--- src/rtl/lcd_pkg.sv ---
// Shared constants, FSM encoding and helpers for the hex LCD writer.
package lcd_pkg;

  // HD44780 commands used by the writer
  localparam logic [7:0] CMD_FUNC  = 8'h38;  // 8-bit bus, 2 lines, 5x8 font
  localparam logic [7:0] CMD_DISP  = 8'h0C;  // display on, cursor off
  localparam logic [7:0] CMD_ENTRY = 8'h06;  // increment, no shift
  localparam logic [7:0] CMD_CLEAR = 8'h01;  // clear display (long execution)
  localparam logic [7:0] CMD_LINE1 = 8'h80;  // DDRAM address 0, line 1

  // Sequencer states
  // state    | meaning
  // PWRUP    | waiting for LCD power-up after reset
  // INIT     | sending the four init commands
  // IDLE     | waiting for a new value or refresh
  // ADDR     | sending the line-1 address command
  // CHARS    | sending the eight hex characters
  localparam logic [2:0] ST_PWRUP = 3'd0;
  localparam logic [2:0] ST_INIT  = 3'd1;
  localparam logic [2:0] ST_IDLE  = 3'd2;
  localparam logic [2:0] ST_ADDR  = 3'd3;
  localparam logic [2:0] ST_CHARS = 3'd4;

  // Uppercase hex digit: 0-9 -> '0'..'9', A-F -> 'A'..'F' ('A' - 10 = 0x37)
  function automatic logic [7:0] hex_ascii(input logic [3:0] nib);
    if (nib < 4'd10) return 8'h30 + {4'h0, nib};
    else             return 8'h37 + {4'h0, nib};
  endfunction

  // Init command sequence, in transmit order
  function automatic logic [7:0] init_cmd(input logic [1:0] idx);
    case (idx)
      2'd0:    return CMD_FUNC;
      2'd1:    return CMD_DISP;
      2'd2:    return CMD_ENTRY;
      default: return CMD_CLEAR;
    endcase
  endfunction

endpackage

--- src/rtl/lcd_byte_tx.sv ---
// One LCD bus write: setup with E low, E pulse, execution wait, done pulse.
module lcd_byte_tx #(
  parameter int T_AS   = 2,
  parameter int T_PW   = 12,
  parameter int T_EXEC = 2000,
  parameter int T_CLR  = 82000
) (
  input  logic       clk,
  input  logic       rst_n,
  input  logic       start,
  input  logic       rs_in,
  input  logic [7:0] byte_in,
  input  logic       long_wait,
  output logic       done,
  output logic       lcd_e,
  output logic       lcd_rs,
  output logic [7:0] lcd_db
);

  localparam int T_M1  = (T_CLR > T_EXEC) ? T_CLR : T_EXEC;
  localparam int T_M2  = (T_AS > T_PW) ? T_AS : T_PW;
  localparam int T_MAX = (T_M1 > T_M2) ? T_M1 : T_M2;
  localparam int CW    = $clog2(T_MAX + 1);

  localparam logic [2:0] TX_IDLE  = 3'd0;
  localparam logic [2:0] TX_SETUP = 3'd1;
  localparam logic [2:0] TX_PULSE = 3'd2;
  localparam logic [2:0] TX_WAIT  = 3'd3;
  localparam logic [2:0] TX_DONE  = 3'd4;

  logic [2:0]    state_q, state_d;
  logic [CW-1:0] cnt_q, cnt_d;
  logic          long_q, long_d;
  logic          rs_q, rs_d;
  logic [7:0]    db_q, db_d;

  // Phase sequencing; each phase lasts exactly its count via a down-counter to zero
  always_comb begin
    state_d = state_q;
    cnt_d   = cnt_q;
    long_d  = long_q;
    rs_d    = rs_q;
    db_d    = db_q;
    case (state_q)
      TX_IDLE: begin
        if (start) begin
          state_d = TX_SETUP;
          cnt_d   = CW'(T_AS - 1);
          rs_d    = rs_in;
          db_d    = byte_in;
          long_d  = long_wait;
        end
      end
      TX_SETUP: begin
        if (cnt_q == '0) begin
          state_d = TX_PULSE;
          cnt_d   = CW'(T_PW - 1);
        end else begin
          cnt_d = cnt_q - CW'(1);
        end
      end
      TX_PULSE: begin
        if (cnt_q == '0) begin
          state_d = TX_WAIT;
          cnt_d   = long_q ? CW'(T_CLR - 1) : CW'(T_EXEC - 1);
        end else begin
          cnt_d = cnt_q - CW'(1);
        end
      end
      TX_WAIT: begin
        if (cnt_q == '0) state_d = TX_DONE;
        else             cnt_d   = cnt_q - CW'(1);
      end
      default: state_d = TX_IDLE;
    endcase
  end

  // State and bus registers; reset forces E low immediately
  always_ff @(posedge clk or negedge rst_n) begin
    if (!rst_n) begin
      state_q <= TX_IDLE;
      cnt_q   <= '0;
      long_q  <= 1'b0;
      rs_q    <= 1'b0;
      db_q    <= 8'h00;
    end else begin
      state_q <= state_d;
      cnt_q   <= cnt_d;
      long_q  <= long_d;
      rs_q    <= rs_d;
      db_q    <= db_d;
    end
  end

  assign done   = (state_q == TX_DONE);
  assign lcd_e  = (state_q == TX_PULSE);
  assign lcd_rs = rs_q;
  assign lcd_db = db_q;

endmodule

--- src/rtl/lcd_hex_writer.sv ---
// Writes a 32-bit word as 8 hex characters to line 1 of an HD44780 LCD.
module lcd_hex_writer
  import lcd_pkg::*;
#(
  parameter int T_PWRUP = 750000,
  parameter int T_AS    = 2,
  parameter int T_PW    = 12,
  parameter int T_EXEC  = 2000,
  parameter int T_CLR   = 82000
) (
  input  logic        CLK,
  input  logic        RST,
  input  logic [31:0] DATA,
  input  logic        REFRESH,
  output logic        LCD_E,
  output logic        LCD_RS,
  output logic        LCD_RW,
  output logic [7:0]  LCD_DB,
  output logic        BUSY
);

  localparam int PW_W = $clog2(T_PWRUP + 1);

  logic [2:0]      state_q, state_d;
  logic [PW_W-1:0] pw_cnt_q, pw_cnt_d;
  logic [2:0]      idx_q, idx_d;
  logic            inflight_q, inflight_d;
  logic [31:0]     frame_q, frame_d;
  logic [31:0]     last_q, last_d;
  logic            valid_q, valid_d;

  logic            tx_start, tx_rs, tx_long, tx_done;
  logic [7:0]      tx_byte;
  logic [3:0]      cur_nib;

  // Character index 0 selects the most significant nibble
  assign cur_nib = frame_q[{~idx_q, 2'b00} +: 4];

  // Sequencer: one byte in flight at a time, next byte issued the cycle after done
  always_comb begin
    state_d  = state_q;
    pw_cnt_d = pw_cnt_q;
    idx_d    = idx_q;
    frame_d  = frame_q;
    last_d   = last_q;
    valid_d  = valid_q;
    tx_start = 1'b0;
    tx_rs    = 1'b0;
    tx_byte  = 8'h00;
    tx_long  = 1'b0;
    case (state_q)
      ST_PWRUP: begin
        if (pw_cnt_q == '0) begin
          state_d = ST_INIT;
          idx_d   = 3'd0;
        end else begin
          pw_cnt_d = pw_cnt_q - PW_W'(1);
        end
      end
      ST_INIT: begin
        tx_byte  = init_cmd(idx_q[1:0]);
        tx_long  = (tx_byte == CMD_CLEAR);
        tx_start = !inflight_q;
        if (tx_done) begin
          if (idx_q == 3'd3) state_d = ST_IDLE;
          else               idx_d   = idx_q + 3'd1;
        end
      end
      ST_IDLE: begin
        if (!valid_q || (DATA != last_q) || REFRESH) begin
          frame_d = DATA;
          state_d = ST_ADDR;
        end
      end
      ST_ADDR: begin
        tx_byte  = CMD_LINE1;
        tx_start = !inflight_q;
        if (tx_done) begin
          state_d = ST_CHARS;
          idx_d   = 3'd0;
        end
      end
      ST_CHARS: begin
        tx_rs    = 1'b1;
        tx_byte  = hex_ascii(cur_nib);
        tx_start = !inflight_q;
        if (tx_done) begin
          if (idx_q == 3'd7) begin
            last_d  = frame_q;
            valid_d = 1'b1;
            state_d = ST_IDLE;
          end else begin
            idx_d = idx_q + 3'd1;
          end
        end
      end
      default: state_d = ST_PWRUP;
    endcase
    inflight_d = tx_start | (inflight_q & ~tx_done);
  end

  // Sequencer registers; reset reruns power-up and invalidates the last-written value
  always_ff @(posedge CLK or negedge RST) begin
    if (!RST) begin
      state_q    <= ST_PWRUP;
      pw_cnt_q   <= PW_W'(T_PWRUP - 1);
      idx_q      <= 3'd0;
      inflight_q <= 1'b0;
      frame_q    <= 32'h0;
      last_q     <= 32'h0;
      valid_q    <= 1'b0;
    end else begin
      state_q    <= state_d;
      pw_cnt_q   <= pw_cnt_d;
      idx_q      <= idx_d;
      inflight_q <= inflight_d;
      frame_q    <= frame_d;
      last_q     <= last_d;
      valid_q    <= valid_d;
    end
  end

  lcd_byte_tx #(
    .T_AS  (T_AS),
    .T_PW  (T_PW),
    .T_EXEC(T_EXEC),
    .T_CLR (T_CLR)
  ) u_tx (
    .clk      (CLK),
    .rst_n    (RST),
    .start    (tx_start),
    .rs_in    (tx_rs),
    .byte_in  (tx_byte),
    .long_wait(tx_long),
    .done     (tx_done),
    .lcd_e    (LCD_E),
    .lcd_rs   (LCD_RS),
    .lcd_db   (LCD_DB)
  );

  assign LCD_RW = 1'b0;
  assign BUSY   = (state_q != ST_IDLE);

endmodule

--- config.mk ---
export PLATFORM = sky130hd
export DESIGN_NAME = lcd_hex_writer
export DESIGN_NICKNAME = d
export VERILOG_FILES = /design/src/rtl/lcd_pkg.sv /design/src/rtl/lcd_byte_tx.sv /design/src/rtl/lcd_hex_writer.sv
export SDC_FILE = /design/constraint.sdc
export NUM_CORES = 1
export LEC_CHECK = 0
export BUFFER_PORTS_ARGS = -buffer_cell sky130_fd_sc_hd__buf_2
export CAP_MARGIN = 20
export CELL_PAD_IN_SITES_DETAIL_PLACEMENT = 1
export CELL_PAD_IN_SITES_GLOBAL_PLACEMENT = 2
export CORE_MARGIN = 2
export CORE_UTILIZATION = 37
export DETAILED_ROUTE_END_ITERATION = 6
export PLACE_DENSITY_LB_ADDON = 0.1
export REMOVE_ABC_BUFFERS = 1
export SLEW_MARGIN = 15
export SYNTH_ARGS = -nofsm -noshare
export SYNTH_HDL_FRONTEND = slang
export SYNTH_SLANG_ARGS = --single-unit
--- constraint.sdc ---
create_clock -name CLK -period 2.6 [get_ports CLK]
set_input_delay 0.13 -clock CLK [delete_from_list [all_inputs] [get_ports CLK]]
set_output_delay 0.13 -clock CLK [all_outputs]
set_load 0.02 [all_outputs]
==> results of run 1 <==
Yosys cell counts (13+ instances only):
cell,n
dfrtp_1,109
mux2_2,64
xnor2_1,39
nor2_1,30
nand2_1,29
a21oi_1,22
nand4_1,16
nor3_1,16
inv_1,15
dfstp_2,13
o31ai_1,13
xor2_1,13
logic make-up after synthesis:
logic type / synth area share
muxes: 0.156
AOI/OAI and AO/OA: 0.0927
other: 0.000586
buffers and inverters: 0.0291
and+or+nand+nor: 0.147
DFF: 0.480
xor gates and xnor gates: 0.0712
adders and majority gates: 0.0235
worst max-delay path by stage:
stage | endpoint | slack, ns | depth (start not counted)
after detailed placement | u_tx.cnt_q[7]$_DFFE_PN0P_ | 0.12 | 7
final | u_tx.cnt_q[7]$_DFFE_PN0P_ | 0.13 | 7
after CTS | u_tx.lcd_db[2]$_DFFE_PN0P_ | 0.12 | 7
after global placement | u_tx.cnt_q[7]$_DFFE_PN0P_ | 0.19 | 7
after global routing | u_tx.cnt_q[7]$_DFFE_PN0P_ | 0.02 | 7
after floorplan | frame_q[0]$_DFFE_PN0P_ | -0.40 | 5
cell type report:
class | count | area share
Clock buffer | 19 | 0.0546
Clock inverter | 13 | 0.0183
Inverter | 16 | 0.00757
Multi-Input combinational cell | 395 | 0.398
Sequential cell | 122 | 0.387
Tap cell | 225 | 0.0355
Timing Repair Buffer | 106 | 0.0984
sequential cells by signal (all words and copies together) (netlist names):
signal and flops:
frame_q 32, idx_q 3, u_tx.lcd_db 8, state_q 3, pw_cnt_q 20, inflight_q 1
last_q 32, u_tx.state_q 3, u_tx.long_q 1, valid_q 1, u_tx.cnt_q 17, u_tx.lcd_rs 1
per-layer routing:
layer | vias up | share of wire
met5 | - | 0
met4 | 0 | 0.015
met3 | 21 | 0.020
met2 | 51 | 0.55
met1 | 2434 | 0.42
li1 | 2234 | -
where the power goes:
group	leakage, nW	total, mW	switching (mW)	internal (mW)
sequential	1.50	1.95	0.0224	1.93
combinational	1.65	0.206	0.103	0.104
clock	0.286	2.32	0.896	1.42
total	3.44	4.47	1.02	3.45
what timing repair did:
item | CTS | global route
hold buffers | 28 | 0
endpoints found under the hold margin | 53 | 0
gates resized for setup | 0 | 1
endpoints found under the setup margin | 0 | 1
critical path, cell delays in order, from the launching register on:
cell      delay, ns
dfrtp_1        0.41
inv_1          0.07
ha_1           0.19
or4b_1         0.53
or2_1          0.38
o31ai_4        0.33
o211ai_1       0.14
a221o_1        0.30
metrics by stage:
step / utilization / setup TNS (ns)
2_1_floorplan: - / -12.83
3_3_place_gp: 0.413 / 0
3_5_place_dp: 0.413 / 0
4_1_cts: 0.463 / 0
5_1_grt: 0.463 / 0
6_report: 0.463 / 0
==> impl_metrics.toml, run 1 <==
[timing]
drv_slew = 0
period_minus_slack_ns = 2.47
hold_viol = 0
relSlewSlack = 0.550
setup-violations-final = 0
worst_pin_slew_ns = 0.669
rsz0062_at_grt = "false"
skew_ns = 0.0101
holdWs_ns = 0.0147
fmax_ghz = 0.405
setup_slack_ns = 0.133
fin_crit_sh = 0.949

[hold_path]
min_from = "DATA[20]"
min_path_cells = 2
hold_class = "input port to flop"
whs_endpoint = "frame_q[20]$_DFFE_PN0P_"

[final_layout]
final_common_cell = "dfrtp_1"
syn_to_final_growth_pct = 24.0
nets = 705
multi_input_area_um2 = 3160
drive_gt1_frac = 0.325
regArea_um2 = 3070
final_cell_area_um2 = 7930
n_fill_cell = 1872
fin_cells = 896
final_cell_mix = "dfrtp_1 (108), mux2_2 (64), buf_2 (44), xnor2_1 (39), buf_4 (32)"
diodes = 0

[routing]
num_vias = 4740
antenna_left = 0
viasPerCell = 5.29
drt_wl_total_mm = 16.3
drt-wirelength-per-cell_um = 18.2
drt-initial-drc-count = 119
drc = 0
first_pass_iters = 4

[floorplanning]
floorplan.rows = 48
ios = 47
start_util = 0.374
dieArea_um2 = 18400
coreArea_um2 = 17100
die-width_um = 135
die_h_um = 135

[placement]
dp_slack_ns = 0.118
dp.final_hpwl_mm = 11.9
placed_area_um2 = 7060
place.port_buffers = 45
gp_congestion = 0.849
dp.cells = 835

[clock_network]
clk_pin_slew_ns = 0.06
cts.sinks = 122
cts_tree = "built"
cts_buffer_depth = 2
numCtsBuffers = 17
root_buffer = "clkbuf_16"
clock_latency_ns = 0.41
htreeDepth = 4
cts_setup_buffers = 0

[worst_setup_path]
cp.required_ns = 2.90
ff2ff_setup_slack_ns = 0.13
crit_type = "flop to flop"
startpoint = "u_tx.cnt_q[0]$_DFFE_PN0P_"
r2r-start = "u_tx.cnt_q[0]$_DFFE_PN0P_"
r2r_end = "u_tx.cnt_q[7]$_DFFE_PN0P_"
cp_data_arrival_time_ns = 2.77
rr_worst_depth = 7
cp_max_fo = 6
cp-end-kind = "flop"
crit_path_start_kind = "flop"

[global_routing]
track_usage = 0.193
grt_pass1_wl_mm = 27.3
use_met3 = 0.0363
grt_use_met1 = 0.225
grt_pass1_vias = 5196
grt_max_degree = 68
grt_overflow = 0
gr-max-usage-layer = "met2"
use_met2 = 0.358
antenna_found_initial = 0

[logic_synthesis]
synth_cells = 555
syn_avg_cell_area_um2 = 11.5
synth-seq-area-share = 0.480
synthFlopType = "dfrtp_1"
synth_area_leaders = "dfrtp_1 (43%), mux2_2 (11%), dfstp_2 (5.3%)"
synth_cell_type_count = 69
async_flop_share = 1.00
synth-seq-cells = 122
syn_area_um2 = 6400
synth_top_area_share = 0.426
synth_edf_count = 0
yosysTopAreaCell = "dfrtp_1"
yosysWarnings = 0

[power]
finalPower_mw = 4.47
power_density_nw_per_um2 = 564
p_leak_nw = 3.44
ir_worst_vdd_mv = 0.469

[flow_run]
maxCapViolations = 0

[run_status]
status = "complete, no violations"
Note: power is estimated with default switching activity, not from simulation.
==> run 2, diff against run 1 <==
--- a/config.mk
+++ b/config.mk
@@ -12,6 +12,7 @@
 export CORE_MARGIN = 2
 export CORE_UTILIZATION = 37
 export DETAILED_ROUTE_END_ITERATION = 6
+export HOLD_SLACK_MARGIN = 0.03
 export PLACE_DENSITY_LB_ADDON = 0.1
 export REMOVE_ABC_BUFFERS = 1
 export SLEW_MARGIN = 15
==> constraint.sdc (replaced) <==
create_clock -name CLK -period 2.01 [get_ports CLK]
set_input_delay 0.1005 -clock CLK [delete_from_list [all_inputs] [get_ports CLK]]
set_output_delay 0.1005 -clock CLK [all_outputs]
set_load 0.02 [all_outputs]
==> run 2 against run 1 <==
Effect of this change:
- the flow now finishes with violations (setup timing)
- clock skew is 0.0030 ns lower
- core utilization increased by 10 points
- sequential cell count is the same
- highest routed layer unchanged
- register-to-register slack got worse by 0.46 ns
- count of clock-buffer cells in the layout stayed put
- design area grew 22%
- sequential share of layout area is 6.9 points lower
- non-clock buffer count up 134
- die area did not move
- critical path depth did not move
- largest power group unchanged
- global-route usage rose by 2.8 points
==> impl_metrics.toml, run 2 (same netlist as run 1, synthesis figures left out) <==
[worst_setup_path]
startpoint = "pw_cnt_q[1]$_DFFE_PN1P_"
cp-end-kind = "flop"
cp_max_fo = 3
crit_type = "flop to flop"
cp.required_ns = 2.31
cp_data_arrival_time_ns = 2.64
r2r-start = "pw_cnt_q[1]$_DFFE_PN1P_"
crit_path_start_kind = "flop"

[clock_network]
root_buffer = "clkbuf_16"
cts.sinks = 122
cts_tree = "built"
cts_buffer_depth = 2
clock_latency_ns = 0.42
htreeDepth = 4
clk_pin_slew_ns = 0.06
numCtsBuffers = 17

[final_layout]
final_cell_mix = "buf_4 (132), dfrtp_1 (108), mux2_2 (64), buf_2 (44), dlygate4sd3_1 (33)"
drive_gt1_frac = 0.538
nets = 839
postLayoutCoreUtil = 0.563
diodes = 0
final_common_cell = "buf_4"
largestRegisters = "frame_q (32), last_q (32), pw_cnt_q (20)"
regArea_um2 = 3070
multi_input_area_um2 = 3700
final_cell_area_um2 = 9640
n_fill_cell = 1792
syn_to_final_growth_pct = 50.7

[routing]
drt-wirelength-per-cell_um = 18.6
num_vias = 5351
drt-initial-drc-count = 133
viasPerCell = 5.20
drc = 0
antenna_left = 0
drt_wl_total_mm = 19.2
first_pass_iters = 6

[timing]
setup_slack_ns = -0.331
relSlewSlack = 0.547
rsz0062_at_grt = "true"
fmax_ghz = 0.427
drv_slew = 0
worst_pin_slew_ns = 0.680
fin_crit_sh = 1.16
period_minus_slack_ns = 2.34
setup-violations-final = 49
hold_viol = 0
skew_ns = 0.00705

[placement]
dp.final_hpwl_mm = 12.9
place.port_buffers = 45
gp_congestion = 0.840
placed_area_um2 = 7820

[power]
power_density_nw_per_um2 = 610
finalPower_mw = 5.88
ir_worst_vdd_mv = 0.563
p_leak_nw = 4.27

[global_routing]
grt_max_degree = 123
grt_overflow = 0
grt_pass1_wl_mm = 31.6
grt_pass1_vias = 6098
antenna_found_initial = 0
track_usage = 0.222

[run_status]
violations = "setup timing"
status = "finished with violations"

[floorplanning]
die-width_um = 135
dieArea_um2 = 18400
ios = 47
start_util = 0.374
die_h_um = 135
floorplan.rows = 48
coreArea_um2 = 17100

[hold_path]
hold_class = "input port to async pin"

[flow_run]
maxCapViolations = 0
run 2: cell types whose count changed in the layout (fill, tap and decap cells not counted), moves of 6 or more:
cell,delta
a21oi_1,-13
a21oi_2,+10
buf_4,+100
buf_6,+25
nor3_1,-7
nor4_1,-7
o31ai_1,-6
xnor2_1,-8
xnor2_2,+8
run 2: report_power, final:
group | switching [mW] | total, mW | internal, mW
Clock | 1.20 | 3.04 | 1.84
Sequential | 0.0276 | 2.52 | 2.49
Combinational | 0.148 | 0.321 | 0.173
Total | 1.38 | 5.88 | 4.50
run 2: timing repair:
action / 4_1_cts / 5_1_grt
pin swaps: 45 / 25
hold buffers: 33 / 0
buffers inserted: 16 / 13
gates cloned: 2 / 1
endpoints found under the setup margin: 107 / 108
endpoints found under the hold margin: 141 / 0
resized for setup: 88 / 56
run 2: metrics by stage:
stage | cells | worst slack, ns | setup TNS (ns) | hold slack [ns]
floorplan | 533 | -0.988 | -58.57 | -0.195
global placement | 934 | -0.345 | -10.85 | 0.261
detailed placement | 934 | -0.440 | -14.27 | 0.272
CTS | 1017 | -0.320 | -6.56 | 0.378
global route | 1030 | -0.378 | -13.60 | 0.397
finish | 1030 | -0.331 | -6.81 | 0.345
run 2: final cells by class:
| cell class | instances | share of cell area |
|---|---|---|
| Multi-Input combinational cell | 395 | 0.384 |
| Sequential cell | 122 | 0.319 |
| Timing Repair Buffer | 240 | 0.202 |
| Clock buffer | 19 | 0.0449 |
| Tap cell | 225 | 0.0292 |
| Clock inverter | 13 | 0.0151 |
| Inverter | 16 | 0.00623 |
run 2: worst paths after layout:
kind | endpoint | slack [ns] | cells after the start
worst min-delay path | pw_cnt_q[9]$_DFFE_PN0P_ | 0.34 | 3
worst max register to register | idx_q[0]$_DFFE_PN0P_ | -0.33 | 7
worst min register to register | u_tx.lcd_rs$_DFFE_PN0P_ | 0.48 | 2
worst max-delay path | idx_q[0]$_DFFE_PN0P_ | -0.33 | 7
max in group asynchronous | idx_q[0]$_DFFE_PN0P_ | 1.18 | 3
min in group CLK | state_q[0]$_DFFE_PN0P_ | 0.47 | 6
run 2: worst max-delay path, stage by stage (launching register included):
cell and delay [ns]:
dfstp_2 0.37, inv_2 0.07, ha_4 0.11, or4b_1 0.42, or4_4 0.45, o21a_4 0.23, a31oi_4 0.22, mux2_4 0.33
run 2: per-layer routing:
metal | up-vias | wire, um | track usage
met3 | 27 | 461 | 0.0423
met5 | - | 0 | 0
met2 | 78 | 10700 | 0.418
met1 | 2720 | 7720 | 0.256
met4 | 0 | 329 | 0.0579
li1 | 2526 | - | -
==> run 3, diff against run 2 <==
--- a/config.mk
+++ b/config.mk
@@ -7,13 +7,11 @@
 export LEC_CHECK = 0
 export BUFFER_PORTS_ARGS = -buffer_cell sky130_fd_sc_hd__buf_2
 export CAP_MARGIN = 20
-export CELL_PAD_IN_SITES_DETAIL_PLACEMENT = 1
-export CELL_PAD_IN_SITES_GLOBAL_PLACEMENT = 2
 export CORE_MARGIN = 2
-export CORE_UTILIZATION = 37
+export CORE_UTILIZATION = 55
 export DETAILED_ROUTE_END_ITERATION = 6
 export HOLD_SLACK_MARGIN = 0.03
-export PLACE_DENSITY_LB_ADDON = 0.1
+export PLACE_DENSITY = 0.77
 export REMOVE_ABC_BUFFERS = 1
 export SLEW_MARGIN = 15
 export SYNTH_ARGS = -nofsm -noshare
==> run 3 against run 2 <==
Effect of this change:
- the flow still finishes with violations (setup timing)
- sequential share of layout area increased by 1.4 points
- final cell count fell by 12%
- largest cell class unchanged
- combinational power grew 2%
- via count increased by 4.9%
- global-route usage up 7.0 points
- total power decreased by 1.0%
- critical path depth unchanged
- critical path type unchanged
- die area decreased by 32%
- sequential power about the same
- sequential cell count unchanged
==> impl_metrics.toml, run 3 (same netlist as run 1, synthesis figures left out) <==
[final_layout]
regArea_um2 = 3070
multi_input_area_um2 = 3720
drive_gt1_frac = 0.516
n_fill_cell = 607
syn_to_final_growth_pct = 44.2
largestRegisters = "frame_q (32), last_q (32), pw_cnt_q (20)"
nets = 801
final_cell_mix = "dfrtp_1 (108), buf_4 (99), mux2_2 (64), buf_2 (44), dlygate4sd3_1 (33)"
diodes = 0
final_cell_area_um2 = 9230
final_common_cell = "dfrtp_1"

[worst_setup_path]
crit_slowest_cell = "mux4_2"
cp_data_arrival_time_ns = 2.74
path_buf_inv = 1
cp-end-kind = "flop"
cp.required_ns = 2.37
slowest_delay_ns = 0.54
crit_path_start_kind = "flop"
crit_family = "multiplexers"
crit_type = "flop to flop"
crit_chain = "mux4_2 > mux2i_2 > ha_2 > inv_2 > or4b_1 > a21oi_1 > o22a_1"
ff2ff_setup_slack_ns = -0.36
cp_max_fo = 6

[floorplanning]
die_h_um = 112
dieArea_um2 = 12500
start_util = 0.563
die-width_um = 112
ios = 47
floorplan.rows = 39
coreArea_um2 = 11400

[run_status]
status = "finished with violations"
violations = "setup timing"

[power]
netSwitchingFraction = 0.224
pwr-share-seq = 0.434
ir_worst_vdd_mv = 0.830
p_switching_mw = 1.31
p_comb_frac = 0.057
finalPower_mw = 5.82
p_leak_nw = 4.08
p_clk_frac = 0.510
power_density_nw_per_um2 = 631
p_int_mw = 4.51

[global_routing]
track_usage = 0.292
grt_pass1_wl_mm = 28.4
grt_pass1_vias = 5815
grt_overflow = 0
antenna_found_initial = 0
grt_max_degree = 123

[placement]
placed_area_um2 = 7560
gp_congestion = 0.868
place.port_buffers = 45
dp.final_hpwl_mm = 10.9

[hold_path]
hold_class = "input port to async pin"

[timing]
period_minus_slack_ns = 2.37
drv_slew = 0
hold_viol = 0
holdWs_ns = 0.321
fmax_ghz = 0.421
rsz0062_at_grt = "true"
relSlewSlack = 0.551
skew_ns = 0.00563
worst_pin_slew_ns = 0.674
setup-violations-final = 76
setup_slack_ns = -0.365
fin_crit_sh = 1.18

[routing]
drt-wirelength-per-cell_um = 21.7
viasPerCell = 6.17
drc = 0
num_vias = 5611
drt_wl_total_mm = 19.7
first_pass_iters = 5
antenna_left = 0
drt-initial-drc-count = 431

[clock_network]
htreeDepth = 4
cts_tree = "built"
cts_buffer_depth = 2
root_buffer = "clkbuf_16"
numCtsBuffers = 17
cts.sinks = 122
clock_latency_ns = 0.42
clk_pin_slew_ns = 0.06

[flow_run]
maxCapViolations = 0
==> run 3: metrics by stage <==
stage | setup TNS (ns) | worst slack (ns) | util | instances
CTS | -5.26 | -0.326 | 0.777 | 899
finish | -9.43 | -0.365 | 0.811 | 910
detailed placement | -10.64 | -0.368 | 0.665 | 829
floorplan | -58.57 | -0.988 | - | 533
global placement | -7.11 | -0.309 | 0.665 | 829
global route | -13.91 | -0.456 | 0.811 | 910
==> run 3: routing by layer <==
| metal | vias to the layer above | part of all wire | global-route usage |
|---|---|---|---|
| li1 | 2444 | - | - |
| met1 | 2833 | 0.37 | 0.315 |
| met2 | 244 | 0.53 | 0.536 |
| met3 | 90 | 0.049 | 0.0670 |
| met4 | 0 | 0.047 | 0.142 |
| met5 | - | 0 | 0 |
==> run 3: layout make-up <==
cell class                 count  share of cell area
multi-input combinational    395               0.403
sequential                   122               0.333
timing repair buffer         202               0.176
clock buffer                  21              0.0488
tap                          143              0.0194
clock inverter                11              0.0130
inverter                      16             0.00651
==> run 3: worst register-to-register path, delay by kind of cell, from the launching register on <==
kind	cells	cell delay, ns
muxes	2	0.74
and+or+nand+nor	1	0.52
DFF	1	0.47
AOI/OAI and AO/OA	2	0.32
adders and majority gates	1	0.23
buffers and inverters	1	0.05
==> run 3: power groups by stage <==
stage / Clock, mW / Combinational [mW] / Sequential (mW)
after floorplan: 0 / 0.0927 / 2.55
after global placement: 0 / 0.233 / 2.56
after detailed placement: 0 / 0.243 / 2.56
after CTS: 2.99 / 0.302 / 2.52
after global routing: 3.08 / 0.353 / 2.52
final: 2.97 / 0.329 / 2.52
==> run 3: final timing paths <==
check	startpoint	to	cells after the start
setup reg to reg	idx_q[0]$_DFFE_PN0P_	u_tx.lcd_db[2]$_DFFE_PN0P_	7
min in group CLK	u_tx.lcd_rs$_DFFE_PN0P_	u_tx.lcd_rs$_DFFE_PN0P_	2
hold reg to reg	u_tx.lcd_rs$_DFFE_PN0P_	u_tx.lcd_rs$_DFFE_PN0P_	2
max in group asynchronous	RST	idx_q[0]$_DFFE_PN0P_	3
hold / removal	RST	pw_cnt_q[9]$_DFFE_PN0P_	3
setup / recovery	idx_q[0]$_DFFE_PN0P_	u_tx.lcd_db[2]$_DFFE_PN0P_	7
==> run 3: what timing repair did <==
| action | CTS | global route |
|---|---|---|
| cloned | 1 | 0 |
| setup buffers | 5 | 12 |
| hold buffers | 33 | 0 |
| endpoints found under the hold margin | 141 | 0 |
| pin swaps | 34 | 34 |
| resized for setup | 75 | 70 |
| setup endpoints to repair | 51 | 84 |
